**config.mk**
```make
export PLATFORM = sky130hd
export DESIGN_NAME = spi_slave_control
export DESIGN_NICKNAME = d
export VERILOG_FILES = /design/src/rtl/spi_slave_control.sv
export SDC_FILE = /design/constraint.sdc
export NUM_CORES = 1
export LEC_CHECK = 0
export CORE_ASPECT_RATIO = 0.7
export CORE_MARGIN = 2
export CORE_UTILIZATION = 45
export CTS_CLUSTER_DIAMETER = 150
export DETAILED_ROUTE_END_ITERATION = 10
export HOLD_SLACK_MARGIN = 0.08
export PLACE_DENSITY_LB_ADDON = 0.15
export SLEW_MARGIN = 20
export SYNTH_ARGS = -nofsm -noshare
export SYNTH_HDL_FRONTEND = slang
export SYNTH_SLANG_ARGS = --single-unit
```
**constraint.sdc**
```tcl
create_clock -name clk_i -period 4.4 [get_ports clk_i]
set_input_delay 0.88 -clock clk_i [delete_from_list [all_inputs] [get_ports clk_i]]
set_output_delay 0.88 -clock clk_i [all_outputs]
set_load 0.05 [all_outputs]
```
**src/rtl/spi_slave_control.sv**
```systemverilog
// SPI mode-3 slave: synchronized SPI inputs, tx holding/active words, rx bytes packed into a 32-bit word by fill level.
// Define SPI_SLAVE_ECHO_EN to make the underrun fill byte echo the last received byte instead of 0xFF.
module spi_slave_control #(
  parameter int unsigned SYNC_STAGES = 2
) (
  input  logic        clk_i,
  input  logic        rstn_i,
  input  logic        spi_clk_i,
  input  logic        spi_cs_n_i,
  input  logic        spi_mosi_i,
  output logic        spi_miso_o,
  output logic        spi_miso_oe_o,
  input  logic [31:0] tx_data_i,
  input  logic [2:0]  tx_bytes_valid_i,
  input  logic        tx_load_i,
  output logic        tx_ready_o,
  output logic        tx_underrun_o,
  output logic [31:0] rx_data_o,
  output logic [2:0]  rx_bytes_valid_o,
  output logic        rx_byte_strobe_o,
  input  logic        reset_fill_level_i,
  output logic        busy_o
);

  typedef enum logic {ST_IDLE, ST_SELECTED} state_e;

  logic [SYNC_STAGES-1:0] sclk_sync_q, cs_sync_q, mosi_sync_q;
  logic                   sclk_prev_q;
  logic                   sclk_s, cs_n_s, mosi_s, sclk_rise, sclk_fall;

  state_e      state_q;
  logic [2:0]  bit_cnt_q;
  logic [6:0]  rx_shift_q;
  logic [2:0]  fill_q;
  logic        fill_rst_q;
  logic [31:0] rx_data_q;
  logic [2:0]  rx_valid_q;
  logic        rx_strobe_q;
  logic [31:0] hold_data_q;
  logic [2:0]  hold_n_q;
  logic        tx_ready_q;
  logic [31:0] act_data_q;
  logic [2:0]  act_left_q;
  logic [7:0]  tx_shift_q;
  logic        byte_start_q;
  logic        miso_q, oe_q, busy_q, underrun_q;

  logic [2:0]  tx_n_norm;
  logic [7:0]  rx_byte;
  logic [2:0]  next_fill;
  logic [7:0]  fill_byte;
  logic [7:0]  start_byte;
  logic [2:0]  start_left;
  logic        start_take_hold, start_underrun;

`ifdef SPI_SLAVE_ECHO_EN
  logic [7:0]  last_rx_q;
  assign fill_byte = last_rx_q;
`else
  assign fill_byte = 8'hFF;
`endif

  always_ff @(posedge clk_i or negedge rstn_i) begin
    if (!rstn_i) begin
      sclk_sync_q <= '1;
      cs_sync_q   <= '1;
      mosi_sync_q <= '1;
      sclk_prev_q <= 1'b1;
    end else begin
      sclk_sync_q <= {sclk_sync_q[SYNC_STAGES-2:0], spi_clk_i};
      cs_sync_q   <= {cs_sync_q[SYNC_STAGES-2:0], spi_cs_n_i};
      mosi_sync_q <= {mosi_sync_q[SYNC_STAGES-2:0], spi_mosi_i};
      sclk_prev_q <= sclk_sync_q[SYNC_STAGES-1];
    end
  end

  assign sclk_s    = sclk_sync_q[SYNC_STAGES-1];
  assign cs_n_s    = cs_sync_q[SYNC_STAGES-1];
  assign mosi_s    = mosi_sync_q[SYNC_STAGES-1];
  assign sclk_rise = ~sclk_prev_q & sclk_s;
  assign sclk_fall = sclk_prev_q & ~sclk_s;

  function automatic logic [7:0] sel_byte(input logic [31:0] w, input logic [2:0] idx);
    case (idx)
      3'd0:    return w[7:0];
      3'd1:    return w[15:8];
      3'd2:    return w[23:16];
      default: return w[31:24];
    endcase
  endfunction

  always_comb begin
    tx_n_norm = (tx_bytes_valid_i == 3'd0 || tx_bytes_valid_i > 3'd4) ? 3'd4 : tx_bytes_valid_i;
    rx_byte   = {rx_shift_q, mosi_s};
    if (fill_rst_q || reset_fill_level_i || fill_q == 3'd4) next_fill = 3'd1;
    else                                                    next_fill = fill_q + 3'd1;
  end

  // Byte source at byte start: remaining active word, else holding register, else fill byte.
  always_comb begin
    start_byte      = fill_byte;
    start_left      = '0;
    start_take_hold = 1'b0;
    start_underrun  = 1'b0;
    if (act_left_q != 3'd0) begin
      start_byte = sel_byte(act_data_q, act_left_q - 3'd1);
      start_left = act_left_q - 3'd1;
    end else if (!tx_ready_q) begin
      start_take_hold = 1'b1;
      start_byte      = sel_byte(hold_data_q, hold_n_q - 3'd1);
      start_left      = hold_n_q - 3'd1;
    end else begin
      start_underrun = 1'b1;
    end
  end

  always_ff @(posedge clk_i or negedge rstn_i) begin
    if (!rstn_i) begin
      state_q      <= ST_IDLE;
      bit_cnt_q    <= '0;
      rx_shift_q   <= '0;
      fill_q       <= '0;
      fill_rst_q   <= 1'b0;
      rx_data_q    <= '0;
      rx_valid_q   <= '0;
      rx_strobe_q  <= 1'b0;
      hold_data_q  <= '0;
      hold_n_q     <= '0;
      tx_ready_q   <= 1'b1;
      act_data_q   <= '0;
      act_left_q   <= '0;
      tx_shift_q   <= '1;
      byte_start_q <= 1'b1;
      miso_q       <= 1'b1;
      oe_q         <= 1'b0;
      busy_q       <= 1'b0;
      underrun_q   <= 1'b0;
`ifdef SPI_SLAVE_ECHO_EN
      last_rx_q    <= 8'hFF;
`endif
    end else begin
      rx_strobe_q <= 1'b0;
      underrun_q  <= 1'b0;
      if (tx_load_i && tx_ready_q) begin
        hold_data_q <= tx_data_i;
        hold_n_q    <= tx_n_norm;
        tx_ready_q  <= 1'b0;
      end
      if (reset_fill_level_i) fill_rst_q <= 1'b1;
      case (state_q)
        ST_IDLE: begin
          miso_q <= 1'b1;
          oe_q   <= 1'b0;
          busy_q <= 1'b0;
          if (!cs_n_s) begin
            state_q      <= ST_SELECTED;
            oe_q         <= 1'b1;
            busy_q       <= 1'b1;
            bit_cnt_q    <= '0;
            byte_start_q <= 1'b1;
          end
        end
        default: begin
          if (cs_n_s) begin
            state_q      <= ST_IDLE;
            miso_q       <= 1'b1;
            oe_q         <= 1'b0;
            busy_q       <= 1'b0;
            bit_cnt_q    <= '0;
            byte_start_q <= 1'b1;
            // A started-but-unfinished byte poisons the active word and the rx packing position.
            if (!byte_start_q) begin
              act_left_q <= '0;
              fill_q     <= '0;
            end
          end else begin
            if (sclk_fall) begin
              if (byte_start_q) begin
                byte_start_q <= 1'b0;
                miso_q       <= start_byte[7];
                tx_shift_q   <= {start_byte[6:0], 1'b0};
                act_left_q   <= start_left;
                underrun_q   <= start_underrun;
                if (start_take_hold) begin
                  act_data_q <= hold_data_q;
                  tx_ready_q <= 1'b1;
                end
              end else begin
                miso_q     <= tx_shift_q[7];
                tx_shift_q <= {tx_shift_q[6:0], 1'b0};
              end
            end
            if (sclk_rise) begin
              rx_shift_q <= {rx_shift_q[5:0], mosi_s};
              bit_cnt_q  <= bit_cnt_q + 3'd1;
              if (bit_cnt_q == 3'd7) begin
                byte_start_q <= 1'b1;
                fill_q       <= next_fill;
                fill_rst_q   <= 1'b0;
                rx_valid_q   <= next_fill;
                rx_strobe_q  <= 1'b1;
`ifdef SPI_SLAVE_ECHO_EN
                last_rx_q    <= rx_byte;
`endif
                case (next_fill)
                  3'd1:    rx_data_q[31:24] <= rx_byte;
                  3'd2:    rx_data_q[23:16] <= rx_byte;
                  3'd3:    rx_data_q[15:8]  <= rx_byte;
                  default: rx_data_q[7:0]   <= rx_byte;
                endcase
              end
            end
          end
        end
      endcase
    end
  end

  assign spi_miso_o       = miso_q;
  assign spi_miso_oe_o    = oe_q;
  assign busy_o           = busy_q;
  assign tx_ready_o       = tx_ready_q;
  assign tx_underrun_o    = underrun_q;
  assign rx_data_o        = rx_data_q;
  assign rx_bytes_valid_o = rx_valid_q;
  assign rx_byte_strobe_o = rx_strobe_q;

endmodule

```
# ---- Word-level counts from Yosys, hierarchy flattened
# Cells that the tools add are included.
dict set report totals {
  regBits 141
  input_bits 42
  out_inout_bits 41
  wordCells 130
}
dict set report op_classes {
  n_addsub 4
  n_lt_le_gt_ge 1
  eq_ne 14
  n_mux 56
  bitwise 6
  reduce_logical 24
}
# cell n
set ops {}
lappend ops {{$pmux 8 s3} 2}
lappend ops {{$mux 3} 15}
lappend ops {{$mux 1} 36}
lappend ops {{$reduce_and 5->1} 5}
lappend ops {{$mux 8} 3}
lappend ops {{$eq 3x2->1 const B} 4}
lappend ops {{$reduce_and 4->1} 3}
lappend ops {{$eq 3x1->1 const B} 3}
lappend ops {{$logic_not 3->1} 3}
lappend ops {{$reduce_bool 2->1} 4}
lappend ops {{$add 3x1->3 const B} 2}
lappend ops {{$eq 3x3->1 const B} 2}
lappend ops {{$ne 3x3->1 const B} 2}
lappend ops {{$reduce_and 3->1} 2}
lappend ops {{$sub 3x1->3 const B} 2}
lappend ops {{$ne 2x2->1 const B} 2}
lappend ops {{$not 1->1} 4}
lappend ops {{$gt 3x3->1 const B} 1}
lappend ops {{$logic_or 1x1->1} 3}
lappend ops {{$reduce_bool 3->1} 1}
lappend ops {{$reduce_or 3->1} 1}
lappend ops {{$and 1x1->1} 2}
lappend ops {{$ne 2x1->1 const B} 1}
lappend ops {{$reduce_and 2->1} 1}
lappend ops {{$logic_and 1x1->1} 1}

# ---- Longest topological paths before layout
dict set report logic_depth {
  word_depth 9
  mapped_depth 8
  ltp_nobuf 7
}

# ---- Least setup slack after synthesis
# Ideal clock, no wire load.
dict set report synth_path {
  path_kind {input-to-reg}
  start {input port reset_fill_level_i}
  end {register rx_data_q[0] (netlist: rx_data_o[0])}
  setup_ns 0.125
  arrival_time_ns 2.092
  slack_ns 2.184
  stages 4
  path_cell_list {a211oi_4 > nand2_1 > o311ai_4 > mux2_2}
}
dict set report synth_via {
  elab_chain_len 7
  elab_cells_between_ends 9
}
# item line
set synth_rtl {}
lappend synth_rtl {{start, declared} 21} ;# input logic reset_fill_level_i,
lappend synth_rtl {{$logic_or 1x1->1 * (2 in series)} 95} ;# if (fill_rst_q || reset_fill_level_i || fill_q == 3'd4) next_fill = 3'd1;
lappend synth_rtl {{$mux 3 *} 95}
lappend synth_rtl {{$eq 3x2->1 / $eq 3x1->1 (equally long branches)} 205} ;# case (next_fill)
lappend synth_rtl {{$reduce_or 3->1 (no source line) *} n/a}
lappend synth_rtl {{$not 1->1 (no source line) *} n/a}
lappend synth_rtl {{$reduce_and 5->1 (no source line) *} n/a}
lappend synth_rtl {{end signal, assigned} 209} ;# default: rx_data_q[7:0] <= rx_byte;
lappend synth_rtl {{end, declared} 36} ;# logic [31:0] rx_data_q;
# Mark *: on every way between the ends. The rest lies on a longest branch, timed or not.
# A chain may end at the register's enable or synchronous reset.

# ---- Worst setup path in the final report
dict set report layout_path {
  start {register tx_ready_q (netlist: tx_ready_o)}
  end {output port tx_ready_o}
}
# item line
set layout_rtl {}
lappend layout_rtl {{start, declared} 41} ;# logic tx_ready_q;
lappend layout_rtl {{start signal, assigned} 129} ;# tx_ready_q <= 1'b1;
lappend layout_rtl {{start signal, assigned} 147} ;# tx_ready_q <= 1'b0;
lappend layout_rtl {{start signal, assigned} 186} ;# tx_ready_q <= 1'b1;
lappend layout_rtl {{end, declared} 16} ;# output logic tx_ready_o,
# No word-level cell between the ends.

==> metrics.txt <==
status finished, final reports clean; max layer used met4; CP max stage delay 0.82 ns; Sink Count between 100 and 150; DR iter-0 viols ~330; sequential area share after synthesis 57.2%; Pre-antenna DRT Iters 6; cell count after placement just over 700; Async S/R FF share, synth 100%; Max Root-Sink Buffers 2; Worst path depth 1; Syn Nets about 530; Cell Int Power 3.21 mW; Synth Flop Type dfrtp_1; largest net degree at the start of global routing ~120; VDD IR-drop max about 320 µV; CTS tree done; DRC 0; Max FO, Critical Path 5; DR WL/cell 17.8 µm; Relative slew margins 38.1%; Hold Buf Count CTS 0; area of the multi-input gates roughly 2400 µm²; Top delay family on crit path buffers and inverters; Worst-Margin Slew about 0.93 ns; total grt overflow 0; CP arrival approximately 1.8 ns; vias in the first global route around 4000; Reg power frac around 42%; Initial Util 46.6%; logic gate share of total power 25.2%; cells on worst reg2reg path 3; flops & latches, synth approximately 140; Core Region approximately 13000 µm²; RSZ-0062 raised after global routing false; vias per cell roughly 5.3; Row Count 35; count of different cell masters after synthesis 48; Pleak between 3 and 4 nW; GRT Overall Usage between 15 and 20%; Final Setup Violations 0; cts bufs inserted 17; EDFF count, synth 0; first-pass GRT wire length around 21 mm; Yosys warning total 0; period utilization between 60% and 70%; clk_lat worst skew 0.42 ns; Mapped Avg Cell Area between 10 and 15 µm²; P per Cell Area roughly 600 nW/µm²; Die X ~140 µm; fillcell total 1115; GPL Wtd Cong 0.799; PnR Total Power between 4 and 5 mW; fin util 58.4%; final hold violation count 0; num ports just over 80; WL final approximately 13 mm; Clock Skew ~0.0082 ns; Syn Inst Count ~470; Layout Cells excl Fill between 700 and 800; diodes inserted 0; f_max 369 MHz; min Tclk post-route approximately 2.7 ns; routed wl met2 5.76 mm; post-DP HPWL around 8.8 mm; Crit. End Element output pin; Antenna Nets Post-Route 0; Via Count 4005; root buf cell clkbuf_16; initial antenna violation count 0; Met3 Wirelength between 800 and 900 µm; Mapped Area about 6200 µm²; area delta synth->final 25.3%; cell count of the worst hold path 0; Clock power frac around a third; layout cells sized above 1 approximately 30%; CP max-delay cell clkdlybuf4s50_1; WS Path Type reg -> out; register area between 3000 and 4000 µm²; Buffers & Inverters on Critical Path 1; total of max-cap violations 0; Critical Path RT 3.52 ns; NetSw between 1 and 1.5 mW; Die Y-Extent approximately 100 µm; crit path cell chain clkdlybuf4s50_1; post-CTS setup buffers 0; CTS-repair resized insts 0; HP Class reg -> reg; Clock transition at path regs around 0.060 ns; Setup crit start kind register; setup TNS 0 ns; switching part of the total between 30% and 40%; Slew Viols, Final 0; nets@finish a little over 600; H-tree level count 4; die area between 10000 and 15000 µm²; M1 wire length between 6 and 7 mm; Port Buffers 82
-- registers in the layout (all words and copies together) (netlist names), 3 cells and up --
register / cells
fill_q: 3
bit_cnt_q: 3
rx_shift_q: 7
act_left_q: 3
hold_n_q: 3
rx_bytes_valid_o: 3
rx_data_o: 32
tx_shift_q: 8
hold_data_q: 32
act_data_q: 32
-- stage by stage --
stage / cell area (µm²) / hold slack, ns / worst slack, ns
after floorplan: 6210 / 0.345 / 2.18
after global placement: 7150 / 0.346 / 1.54
after detailed placement: 7150 / 0.347 / 1.49
after CTS: 7780 / 0.355 / 1.68
after global routing: 7780 / 0.359 / 1.56
final: 7780 / 0.355 / 1.69
-- logic make-up after synthesis --
logic type	count (synthesis)	synth area share (%)
AO/OA/AOI/OAI	88	10.4
XOR/XNOR	4	0.685
adder cells (fa/ha/maj)	14	2.82
buffers and inverters	47	3.71
flip-flops	141	57.2
multiplexers	100	18.2
AND/OR/NAND/NOR	78	7.03
-- worst paths after layout --
| kind | from | end | slack [ns] |
|---|---|---|---|
| max in group asynchronous | rstn_i | byte_start_q | 2.94 |
| worst min-delay path | cs_sync_q[0] | cs_sync_q[1] | 0.36 |
| worst max-delay path | tx_ready_o | tx_ready_o | 1.69 |
| min in group asynchronous | rstn_i | hold_data_q[29] | 0.55 |
| worst max register to register | sclk_prev_q | act_data_q[21] | 1.75 |
| worst min register to register | cs_sync_q[0] | cs_sync_q[1] | 0.36 |
-- synth_stat cells, types with 3 or more instances --
master    count  area share, %
dfrtp_1     123             50
mux2_2       94             17
nand2_1      35            2.1
o21ai_0      31            2.5
inv_1        22            1.3
dfstp_2      18            7.6
a22oi_1      14            1.7
clkbuf_1     14           0.85
ha_1         14            2.8
nand3_1      10           0.81
a222oi_1      9            1.5
o221ai_1      8            1.1
a22o_1        7           0.99
buf_6         6            1.1
a21oi_1       5           0.40
nor2_1        5           0.30
nor3_1        5           0.40
a21o_1        4           0.48
mux2i_1       4           0.64
nor2b_1       4           0.40
buf_1         3           0.18
nand2b_1      3           0.30
or2_2         3           0.30
-- placed cells by master (no fill, tap or decap), types with 4 or more instances in the layout --
cell,instances
bufinv_16,4
nor2_1,5
nor2b_1,4
a21oi_1,5
nand3_1,10
clkbuf_16,17
a222oi_1,9
nand2_1,35
nor3_1,5
dfrtp_1,123
o221ai_1,8
a21o_1,4
o21ai_0,31
inv_1,22
a22o_1,7
ha_1,14
a22oi_1,14
clkdlybuf4s50_1,81
dfstp_2,18
mux2_2,94
mux2i_1,4
-- power groups by stage --
| stage | Sequential [mW] | Combinational [mW] | Clock, mW |
|---|---|---|---|
| floorplan | 1.88 | 0.877 | 0 |
| global placement | 1.96 | 1.13 | 0 |
| detailed placement | 1.98 | 1.15 | 0 |
| CTS | 1.96 | 1.18 | 1.55 |
| global route | 2.01 | 1.30 | 1.62 |
| finish | 1.97 | 1.18 | 1.53 |
-- layer usage --
metal,GRT usage [%],vias up
met5,0,-
met4,6.35,0
met3,5.30,17
met2,27.7,127
met1,28.6,2007
li1,-,1854
-- cell type report --
| cell class | count | share of cell area (%) |
|---|---|---|
| Multi-Input combinational cell | 284 | 31.2 |
| Clock buffer | 19 | 5.69 |
| Inverter | 23 | 1.17 |
| Sequential cell | 141 | 45.6 |
| Clock inverter | 13 | 2.43 |
| Timing Repair Buffer | 85 | 10.9 |
| Tap cell | 185 | 2.97 |
(Power assumes the default switching activity.)
